===== src/rtl/pulse_burst_sched_pkg.sv =====
// pulse_burst_sched_pkg
//   Shared definitions for the two-requester pulse burst scheduler:
//   FSM state encoding, requester count and a small one-hot helper.
package pulse_burst_sched_pkg;

    localparam int NREQ = 2;

    typedef enum logic [1:0] {
        ST_IDLE = 2'd0,
        ST_RUN  = 2'd1,
        ST_DONE = 2'd2
    } state_t;

    // One-hot grant/done vector for a requester index.
    function automatic logic [NREQ-1:0] req_onehot(input logic idx);
        return idx ? 2'b10 : 2'b01;
    endfunction

endpackage


===== src/rtl/pulse_burst_sched_period_counter.sv =====
// period_counter
//   Free-running up-counter with a synchronous clear and an equality compare.
//   With clr driven by its own hit, a compare value P produces one hit every
//   P+1 enabled cycles.
// Ports:
//   clk      rising-edge clock
//   clr      synchronous clear (highest priority)
//   en       count enable
//   cmp_val  compare value
//   cnt_val  current count
//   hit      cnt_val == cmp_val
module period_counter #(
    parameter int CNT_W = 8
) (
    input  logic             clk,
    input  logic             clr,
    input  logic             en,
    input  logic [CNT_W-1:0] cmp_val,
    output logic [CNT_W-1:0] cnt_val,
    output logic             hit
);

    localparam logic [CNT_W-1:0] ONE = {{(CNT_W-1){1'b0}}, 1'b1};

    always_ff @(posedge clk) begin
        if (clr) begin
            cnt_val <= '0;
        end else if (en) begin
            cnt_val <= cnt_val + ONE;
        end
    end

    assign hit = (cnt_val == cmp_val);

endmodule


===== src/rtl/pulse_burst_sched.sv =====
// pulse_burst_sched
//   Shares one period counter between two requesters. A request sampled in
//   IDLE is arbitrated round-robin, the winner's period P and count N are
//   latched, and N pulses are issued, one every P+1 cycles. A single DONE
//   cycle then strobes done[] for the owner before returning to IDLE.
//
//   state   | meaning
//   --------+---------------------------------------------------------
//   IDLE    | waiting for req; arbitrates and latches P/N of the winner
//   RUN     | engine counting; pulse on compare hit, remaining decrements
//   DONE    | single-cycle completion strobe, pointer moves to the owner
//
// Ports:
//   clk, reset        clock, synchronous active-high reset
//   req[1:0]          burst request levels, sampled only in IDLE
//   period0/count0    requester 0 compare value and pulse count
//   period1/count1    requester 1 compare value and pulse count
//   abort             ends the active burst (RUN only)
//   grant[1:0]        one-hot owner, first RUN cycle through DONE
//   busy              high in RUN and DONE
//   pulse             single-cycle output pulse
//   done[1:0]         one-cycle completion strobe for the owner
module pulse_burst_sched
    import pulse_burst_sched_pkg::*;
#(
    parameter int CNT_W = 8
) (
    input  logic             clk,
    input  logic             reset,
    input  logic [NREQ-1:0]  req,
    input  logic [CNT_W-1:0] period0,
    input  logic [CNT_W-1:0] count0,
    input  logic [CNT_W-1:0] period1,
    input  logic [CNT_W-1:0] count1,
    input  logic             abort,
    output logic [NREQ-1:0]  grant,
    output logic             busy,
    output logic             pulse,
    output logic [NREQ-1:0]  done
);

    localparam logic [CNT_W-1:0] ONE = {{(CNT_W-1){1'b0}}, 1'b1};

    state_t           state;
    logic             owner;
    logic             last;
    logic [CNT_W-1:0] per_l;
    logic [CNT_W-1:0] remaining;
    logic [CNT_W-1:0] cnt;
    logic             hit;
    logic             load;
    logic             win;
    logic [CNT_W-1:0] win_period;
    logic [CNT_W-1:0] win_count;

    // A tie goes to whoever was not served last; last resets to 1 so
    // requester 0 wins the first tie.
    assign win        = (req == 2'b11) ? ~last : req[1];
    assign win_period = win ? period1 : period0;
    assign win_count  = win ? count1  : count0;
    assign load       = (state == ST_IDLE) && (req != '0);

    period_counter #(
        .CNT_W (CNT_W)
    ) u_period_counter (
        .clk     (clk),
        .clr     (reset | hit | load),
        .en      (state == ST_RUN),
        .cmp_val (per_l),
        .cnt_val (cnt),
        .hit     (hit)
    );

    // Decoded from the state register and the counter/compare registers,
    // so the pulse lines up with cnt == P_l without an input path.
    assign pulse = (state == ST_RUN) && hit;

    always_ff @(posedge clk) begin
        if (reset) begin
            state     <= ST_IDLE;
            owner     <= 1'b0;
            last      <= 1'b1;
            per_l     <= '0;
            remaining <= '0;
            grant     <= '0;
            busy      <= 1'b0;
            done      <= '0;
        end else begin
            case (state)
                ST_IDLE: begin
                    if (load) begin
                        owner     <= win;
                        per_l     <= win_period;
                        remaining <= win_count;
                        grant     <= req_onehot(win);
                        busy      <= 1'b1;
                        if (win_count != '0) begin
                            state <= ST_RUN;
                        end else begin
                            state <= ST_DONE;
                            done  <= req_onehot(win);
                        end
                    end
                end
                ST_RUN: begin
                    if (pulse) begin
                        remaining <= remaining - ONE;
                    end
                    // The pulse of an aborted cycle still goes out; nothing after.
                    if (abort || (pulse && remaining == ONE)) begin
                        state <= ST_DONE;
                        done  <= req_onehot(owner);
                    end
                end
                ST_DONE: begin
                    state <= ST_IDLE;
                    last  <= owner;
                    grant <= '0;
                    busy  <= 1'b0;
                    done  <= '0;
                end
                default: begin
                    state <= ST_IDLE;
                    grant <= '0;
                    busy  <= 1'b0;
                    done  <= '0;
                end
            endcase
        end
    end

endmodule


===== config.mk =====
export PLATFORM = sky130hd
export DESIGN_NAME = pulse_burst_sched
export DESIGN_NICKNAME = d
export VERILOG_FILES = /design/src/rtl/pulse_burst_sched_pkg.sv /design/src/rtl/pulse_burst_sched_period_counter.sv /design/src/rtl/pulse_burst_sched.sv
export SDC_FILE = /design/constraint.sdc
export NUM_CORES = 1
export LEC_CHECK = 0
export BUFFER_PORTS_ARGS = -buffer_cell sky130_fd_sc_hd__buf_2
export CORE_ASPECT_RATIO = 0.75
export CORE_UTILIZATION = 40
export CTS_CLUSTER_DIAMETER = 150
export CTS_CLUSTER_SIZE = 16
export DETAILED_ROUTE_END_ITERATION = 8
export PLACE_DENSITY = 0.72
export SLEW_MARGIN = 20
export SYNTH_ARGS = -nofsm -noshare
export SYNTH_HDL_FRONTEND = slang
export SYNTH_HIERARCHICAL = 1
export SYNTH_SLANG_ARGS = --single-unit

===== constraint.sdc =====
create_clock -name clk -period 2.1 [get_ports clk]
set_input_delay 0.42 -clock clk [delete_from_list [all_inputs] [get_ports clk]]
set_output_delay 0.42 -clock clk [all_outputs]
set_load 0.05 [all_outputs]

==> flow_summary.toml, run 1 <==
[clocking]
clkTransAtPathRegs_ps = 60
clkLatencyLatePin_ps = 290
root_buffer = "clkbuf_8"
max-clock-path-buffers = 2
cts_htree_levels = 2
clock-sinks = 33
cts_tree = "built"
numCtsBuffers = 5
cts_hold_buffers = 0

[worst_setup_path]
r2r_slack_ps = 240
worstPathCellList = "xnor2_1, nand4_1, nor2_2, and2_1, clkbuf_4"
max_stage_delay_ps = 430
arrival_ps = 1570
critPathSlowestCell = "dfxtp_1"
crit_path_end_kind = "output pin"
cp_num_buf_inv = 1
cp-start-kind = "flop"
cp.required_ps = 1680
critical-path-top-delay-family = "simple AND/OR/NAND/NOR gates"
cp_max_fo = 5
path_class = "reg2out"

[power_and_ir_drop]
p_per_area_nw_per_um2 = 799
ir_drop_v = 0.000451
p_leak_nw = 0.914

[drt]
vias_per_cell = 5.35
drc = 0
wl_per_cell_um = 13.0
vias = 1713
drt_iter0_markers = 80
postRouteAntennaNets = 0
drt_first_pass_iters = 4
drt_wl_total_mm = 4.15

[floorplanning]
core_sq_um = 4490
start_util_pct = 42.0
die_h_um = 61.5
die_w_um = 81.3
dieArea_sq_um = 5000
ios = 43
rows = 21

[sta]
setup_viol_count_final = 0
final.period_utilization_pct = 94.9
fin_tns_setup_ps = 0
worst_slew_margin_rel_pct = 67.8
worst_hold_slack_ps = 468
fmax_mhz = 502
drv_slew = 0
skew_ps = 5.98
rsz0062_at_grt = "no"
period_needed_ps = 1990
tightest_slew_ps = 483
hold_viol_final = 0

[placement]
io_buffers = 42
gp_congestion = 0.782
dp_hpwl_mm = 3.09

[synth]
ys_seq_elements = 33
synthSimpleGateAreaFrac_pct = 21.3
yosysUniqueCellTypes = 49
ys_seq_area_share_pct = 35.0
synth_top_family_by_area = "simple AND/OR/NAND/NOR gates"
synth_edf_count = 0
synth_cells = 219
ys_async_sr_fraction_pct = 0
synthMuxAreaShare_pct = 10.9
yosysWarnings = 6
synth_nets = 259
ys.flop_type = "dfxtp_1"
syn-cell-area_sq_um = 1890
synthXorXnorAreaFrac_pct = 5.57
synth_compound_area_share_pct = 19.5
synthAdderAreaFrac_pct = 1.99
avgSynthCellArea_sq_um = 8.62

[global_route]
grt-ovfl-total = 0
grt_antenna_before_repair = 0
grt_max_degree = 26
grt_pass1_vias = 1436
grt_pass1_wl_mm = 6.65
grt.total_usage_pct = 18.0

[min_path]
hp-class = "in2reg"

[finish]
nets = 302
layout-drive-gt1-share_pct = 29.7
num-fill-cells = 434
diodes = 0
area_delta_synth_final_pct = 19.4

[flow_run]
cap_violations = 0

[run_status]
status = "finished clean"
-- metrics by stage --
| stage | utilization [%] | power, mW | setup WS (ps) | cells | instance area (sq um) |
|---|---|---|---|---|---|
| after detailed placement | 47.7 | 1.27 | 191 | 312 | 2140 |
| after global routing | 50.1 | 1.90 | 7.51 | 320 | 2250 |
| after global placement | 47.7 | 1.27 | 334 | 312 | 2140 |
| final | 50.1 | 1.80 | 108 | 320 | 2250 |
| after CTS | 50.0 | 1.81 | 28.2 | 320 | 2250 |
| after floorplan | - | 1.15 | 286 | 219 | 1890 |
-- worst min-delay path, delay by kind of cell --
kind	cells	cell delay [ps]
mux	1	110
buf+inv	1	90
compound gates	1	80
-- registers in the layout (all words and copies together), names as in the netlist, 2 cells and up --
name,count
per_l,8
remaining,8
u_period_counter/cnt_val,8
done,2
grant,2
state,2
-- layout by cell type (no fill, tap or decap), types with 5 or more instances in the layout --
master	n
a211oi_1	12
a21oi_1	17
buf_2	41
buf_4	8
clkbuf_8	7
dfxtp_1	31
mux2_2	5
mux2i_1	15
nand2_1	15
nor2_1	26
nor4_1	6
o21ai_0	11
xnor2_1	9
-- worst paths after layout --
path                                                   from            to  depth (start not counted)
worst max-delay path            u_period_counter/cnt_val[0]         pulse                          5
worst min-delay path                             period0[1]      per_l[1]                          3
worst max register to register  u_period_counter/cnt_val[0]  remaining[2]                          9
worst min register to register                         busy          busy                          2
-- cells by family after synthesis --
kind of cell	Yosys count
simple gates	77
compound gates	55
flops	33
mux	20
buf+inv	19
xor+xnor	12
fa+ha+maj	3
-- cell usage after synthesis, types with 2 or more instances --
cell / n / share of area, %
dfxtp_1: 33 / 35
nand2b_1: 3 / 0.99
nand4_1: 4 / 1.3
nand2_1: 15 / 3.0
xnor2_1: 9 / 4.2
clkbuf_2: 2 / 0.53
clkbuf_1: 3 / 0.60
o21ai_0: 11 / 2.9
nand3_1: 3 / 0.80
ha_1: 3 / 2.0
inv_1: 4 / 0.80
a211oi_1: 12 / 4.8
nor3_1: 4 / 1.1
mux2i_1: 15 / 8.0
mux2_2: 5 / 3.0
buf_2: 3 / 0.80
nor2_1: 27 / 5.4
buf_6: 3 / 1.8
nor4_1: 6 / 2.0
a21oi_1: 17 / 4.5
xor2_1: 3 / 1.4
or3_1: 4 / 1.3
o22ai_1: 2 / 0.66
nor3_2: 2 / 1.1
buf_4: 2 / 0.80
-- cell type report --
| cell class | count | area [sq um] | area share (%) |
|---|---|---|---|
| Timing Repair Buffer | 50 | 273 | 12.1 |
| Multi-Input combinational cell | 167 | 1120 | 49.9 |
| Inverter | 5 | 18.8 | 0.833 |
| Clock inverter | 1 | 5.00 | 0.222 |
| Sequential cell | 33 | 663 | 29.4 |
| Clock buffer | 7 | 96.3 | 4.28 |
| Tap cell | 57 | 71.3 | 3.17 |
-- layer usage --
metal / global-route usage [%] / share of wire [%] / vias to the layer above
met4: 7.65 / 1.7 / 0
met3: 4.89 / 4.2 / 8
li1: - / - / 880
met1: 23.9 / 51 / 796
met5: 0 / 0 / -
met2: 27.5 / 43 / 29
-- timing repair --
item	4_1_cts	5_1_grt
buffers inserted	0	0
endpoints found under the setup margin	1	1
gates resized for setup	1	3
-- where the power goes --
| part | switching [mW] | internal [mW] |
|---|---|---|
| clock | 0.237 | 0.296 |
| sequential | 0.0665 | 0.693 |
| combinational | 0.286 | 0.220 |
| total | 0.590 | 1.21 |
Note: power is estimated with default switching activity, not from simulation.
==> inputs of run 2 (changes only) <==
--- a/config.mk
+++ b/config.mk
@@ -5,10 +5,10 @@
 export SDC_FILE = /design/constraint.sdc
 export NUM_CORES = 1
 export LEC_CHECK = 0
+export ABC_AREA = 0
 export BUFFER_PORTS_ARGS = -buffer_cell sky130_fd_sc_hd__buf_2
 export CORE_ASPECT_RATIO = 0.75
 export CORE_UTILIZATION = 40
-export CTS_CLUSTER_DIAMETER = 150
 export CTS_CLUSTER_SIZE = 16
 export DETAILED_ROUTE_END_ITERATION = 8
 export PLACE_DENSITY = 0.72
==> constraint.sdc (replaced) <==
create_clock -name clk -period 2.5 [get_ports clk]
set_input_delay 0.5 -clock clk [delete_from_list [all_inputs] [get_ports clk]]
set_output_delay 0.5 -clock clk [all_outputs]
set_load 0.05 [all_outputs]
==> flow_summary.toml, run 2 (synthesis gave the netlist of run 1 again) <==
[run_status]
status = "finished clean"

[clocking]
cts_tree = "built"
clkLatencyLatePin_ps = 280
clock-sinks = 33
root_buffer = "clkbuf_8"
cts_resized = 0
clkTransAtPathRegs_ps = 70
max-clock-path-buffers = 2
cts_hold_buffers = 0
cts_htree_levels = 2
numCtsBuffers = 5
cts_setup_buffers = 0

[global_route]
grt_pass1_wl_mm = 7.01
busiest_layer = "met2"
use_met1_pct = 23.6
grt_pass1_vias = 1605
met3_usage_pct = 5.19
grt_use_met2_pct = 31.2
grt_max_degree = 26
grt.total_usage_pct = 18.7
grt_antenna_before_repair = 0
grt-ovfl-total = 0

[placement]
io_buffers = 42
place_inst = 310
dp_slack_ps = 571
dp_hpwl_mm = 3.16
gp_congestion = 0.803

[worst_setup_path]
critical-path-top-delay-family = "simple AND/OR/NAND/NOR gates"
r2r_cells = 7
max_stage_delay_ps = 430
r2r_slack_ps = 580
cp-start-kind = "flop"
cp_max_fo = 5
cp_num_buf_inv = 1
worstReg2RegStart = "u_period_counter/cnt_val[0]"
crit_path_end_kind = "output pin"
cp.required_ps = 2000
worstPathCellList = "xnor2_1, nand4_1, nor2_1, and2_1, buf_2"
arrival_ps = 1710
path_class = "reg2out"
critPathSlowestCell = "dfxtp_1"
r2r_end = "done[0]"

[floorplanning]
rows = 21
start_util_pct = 42.0
ios = 43
die_h_um = 61.5
core_sq_um = 4490
dieArea_sq_um = 5000
die_w_um = 81.3

[finish]
seq_area_sq_um = 661
layout-drive-gt1-share_pct = 27.3
fin_cells = 317
nets = 300
multi_input_area_sq_um = 1120
postLayoutCoreUtil_pct = 49.3
diodes = 0
top_regs = "per_l (8), remaining (8), u_period_counter/cnt_val (8)"
area_delta_synth_final_pct = 17.4
layout_commonest_cell = "buf_2"
num-fill-cells = 428
final_cell_mix = "buf_2, dfxtp_1, nor2_1"

[sta]
fmax_mhz = 453
final.period_utilization_pct = 88.3
fin_tns_setup_ps = 0
skew_ps = 5.33
tightest_slew_ps = 486
setup_viol_count_final = 0
drv_slew = 0
worst_slew_margin_rel_pct = 67.6
finalWorstSetupSlack_ps = 292
period_needed_ps = 2210
rsz0062_at_grt = "no"
hold_viol_final = 0

[drt]
drt_wl_total_mm = 4.23
drt_iter0_markers = 74
wl_per_cell_um = 13.3
vias_per_cell = 5.34
postRouteAntennaNets = 0
drt_first_pass_iters = 4
vias = 1694
drc = 0

[power_and_ir_drop]
power_mw = 1.46
p_leak_nw = 0.894
p_per_area_nw_per_um2 = 661
ir_drop_v = 0.000365

[min_path]
hp-class = "reg2reg"
hold_path_depth = 2
hold_start = "busy"
whs_endpoint = "busy"

[flow_run]
cap_violations = 0
## run 2: cell types whose count changed in the layout (fill, tap and decap cells not counted), sizes merged
cell,delta
buf,-1
clkbuf,-1
clkinv,-1
## run 2: area by class of cell
class | instances | share of cell area [%]
Clock buffer | 7 | 3.90
Multi-Input combinational cell | 167 | 50.7
Tap cell | 57 | 3.22
Sequential cell | 33 | 29.8
Timing Repair Buffer | 48 | 11.5
Inverter | 5 | 0.847
## run 2: worst max-delay path by stage
stage,depth (start not counted),end,from,slack (ps)
after floorplan,5,pulse,u_period_counter/cnt_val[3],630
after global placement,6,remaining[3],req[0],630
after detailed placement,7,done[0],u_period_counter/cnt_val[0],570
after CTS,5,pulse,u_period_counter/cnt_val[0],260
after global routing,5,pulse,u_period_counter/cnt_val[2],170
final,5,pulse,u_period_counter/cnt_val[0],290
## run 2: metrics by stage
stage               hold WS [ps]  area (sq um)
global route                 516          2210
global placement             456          2130
floorplan                    452          1890
finish                       487          2210
CTS                          496          2210
detailed placement           486          2130
## run 2: report_power, final
part | switching (mW) | leakage [nW] | internal (mW) | total (mW)
clock network | 0.185 | 0.0443 | 0.218 | 0.404
registers | 0.0577 | 0.272 | 0.582 | 0.640
logic | 0.239 | 0.578 | 0.181 | 0.420
total | 0.482 | 0.894 | 0.981 | 1.46
## run 2: worst reg2reg max path, delay by kind of cell (launching register included)
family / cells / cell delay (ps)
and+or+nand+nor: 4 / 730
AOI/OAI and AO/OA: 2 / 490
DFF: 1 / 430
xor gates and xnor gates: 1 / 160
## run 2: per-layer routing
layer	part of all wire [%]	vias to the layer above
met2	44	30
met1	51	788
met4	0.35	0
met5	0	-
met3	3.7	3
li1	-	873
==> inputs of run 3 (changes only) <==
--- a/config.mk
+++ b/config.mk
@@ -8,10 +8,11 @@
 export ABC_AREA = 0
 export BUFFER_PORTS_ARGS = -buffer_cell sky130_fd_sc_hd__buf_2
 export CORE_ASPECT_RATIO = 0.75
-export CORE_UTILIZATION = 40
+export CORE_UTILIZATION = 58
 export CTS_CLUSTER_SIZE = 16
 export DETAILED_ROUTE_END_ITERATION = 8
-export PLACE_DENSITY = 0.72
+export MAX_ROUTING_LAYER = met4
+export PLACE_DENSITY = 0.95
 export SLEW_MARGIN = 20
 export SYNTH_ARGS = -nofsm -noshare
 export SYNTH_HDL_FRONTEND = slang
==> constraint.sdc (replaced) <==
create_clock -name clk -period 2.8 [get_ports clk]
set_input_delay 0.56 -clock clk [delete_from_list [all_inputs] [get_ports clk]]
set_output_delay 0.56 -clock clk [all_outputs]
set_load 0.05 [all_outputs]
==> flow_summary.toml, run 3 (synthesis gave the netlist of run 1 again) <==
[run_status]
status = "finished clean"

[power_and_ir_drop]
power_frac_seq_pct = 40.5
p_per_area_nw_per_um2 = 636
p_leak_nw = 0.908
p_int_mw = 0.971
combPwrFrac_pct = 26.8
netSwitchingPower_mw = 0.442
ir_drop_v = 0.000321
power_mw = 1.41
clkPwrFrac_pct = 32.8
p_sw_share_pct = 31.3

[clocking]
clock-sinks = 33
root_buffer = "clkbuf_8"
max-clock-path-buffers = 2
cts_resized = 0
numCtsBuffers = 5
clkTransAtPathRegs_ps = 70
cts_hold_buffers = 0
cts_tree = "built"
clkLatencyLatePin_ps = 290
cts_setup_buffers = 0
cts_htree_levels = 2

[global_route]
grt_pass1_vias = 1536
grt.total_usage_pct = 27.8
grt-ovfl-total = 0
grt_max_degree = 26
grt_antenna_before_repair = 0
grt_pass1_wl_mm = 6.84

[sta]
period_needed_ps = 2270
hold_viol_final = 0
rsz0062_at_grt = "no"
final.period_utilization_pct = 81.2
setup_viol_count_final = 0
finalWorstSetupSlack_ps = 525
fin_tns_setup_ps = 0
drv_slew = 0
skew_ps = 3.18
fmax_mhz = 440
worst_slew_margin_rel_pct = 67.6
tightest_slew_ps = 486

[drt]
vias = 1776
drt_wl_total_mm = 4.29
drt_iter0_markers = 129
drc = 0
drt_first_pass_iters = 4
postRouteAntennaNets = 0
vias_per_cell = 5.94
wl_per_cell_um = 14.3

[floorplanning]
ios = 43
rows = 17
dieArea_sq_um = 3490
die_w_um = 67.9
start_util_pct = 62.5
die_h_um = 51.4
core_sq_um = 3020

[placement]
io_buffers = 42
gp_congestion = 0.863
dp_hpwl_mm = 3.11
post_dp_cell_area_sq_um = 2100
dp_slack_ps = 794

[finish]
final_cell_mix = "buf_2, dfxtp_1, nor2_1"
area_delta_synth_final_pct = 17.7
top_regs = "per_l (8), remaining (8), u_period_counter/cnt_val (8)"
layout-drive-gt1-share_pct = 27.6
layout_commonest_cell = "buf_2"
diodes = 0
nets = 300
design_area_sq_um = 2220

[worst_setup_path]
cp_max_fo = 6
startpoint = "u_period_counter/cnt_val[3]"
r2r_end = "remaining[2]"
crit_path_end_kind = "output pin"
arrival_ps = 1710
worstReg2RegStart = "u_period_counter/cnt_val[3]"
r2r_cells = 9
cp-start-kind = "flop"
r2r_slack_ps = 850
cp.required_ps = 2240
path_class = "reg2out"
crit_end = "pulse"

[min_path]
hp-class = "reg2reg"
hold_start = "remaining[7]"

[flow_run]
cap_violations = 0
## run 3: cell count changes in the layout (fill, tap and decap cells not counted)
cell | previous run | this run
bufinv_16 | 0 | 1
## run 3: worst max-delay path: stages (launching register included)
cell and delay [ps]:
dfxtp_1 450, xnor2_1 150, nand4_1 120, nor2_1 270
and2_1 180, buf_2 260
## run 3: cell type report
type,instances,area [sq um]
Multi-Input combinational cell,167,1120
Fill cell,230,800
Sequential cell,33,661
Timing Repair Buffer,48,255
Clock buffer,7,86.3
Tap cell,38,47.5
Clock inverter,1,30.0
Inverter,5,18.8
## run 3: worst min-delay path by stage
stage                         to  cells after the start
finish              remaining[7]                      2
floorplan           remaining[7]                      2
global route        remaining[7]                      2
global placement            busy                      2
CTS                 remaining[7]                      2
detailed placement  remaining[7]                      2
## run 3: power groups by stage
stage	Clock (mW)	Combinational [mW]	Sequential, mW
finish	0.463	0.378	0.572
detailed placement	0	0.370	0.581
CTS	0.470	0.375	0.572
global placement	0	0.359	0.579
global route	0.496	0.413	0.579
floorplan	0	0.263	0.597
## run 3: stage by stage
stage / hold WS [ps] / util [%] / cells
after floorplan: 452 / - / 219
after global placement: 459 / 69.7 / 291
after detailed placement: 474 / 69.7 / 291
after CTS: 483 / 73.5 / 299
after global routing: 512 / 73.5 / 299
final: 483 / 73.5 / 299
## run 3: routing by layer
layer | track usage, % | wire [um]
met5 | - | 0
met2 | 43.4 | 2020
met3 | 6.70 | 266
met4 | 10.8 | 70
met1 | 34.5 | 1930
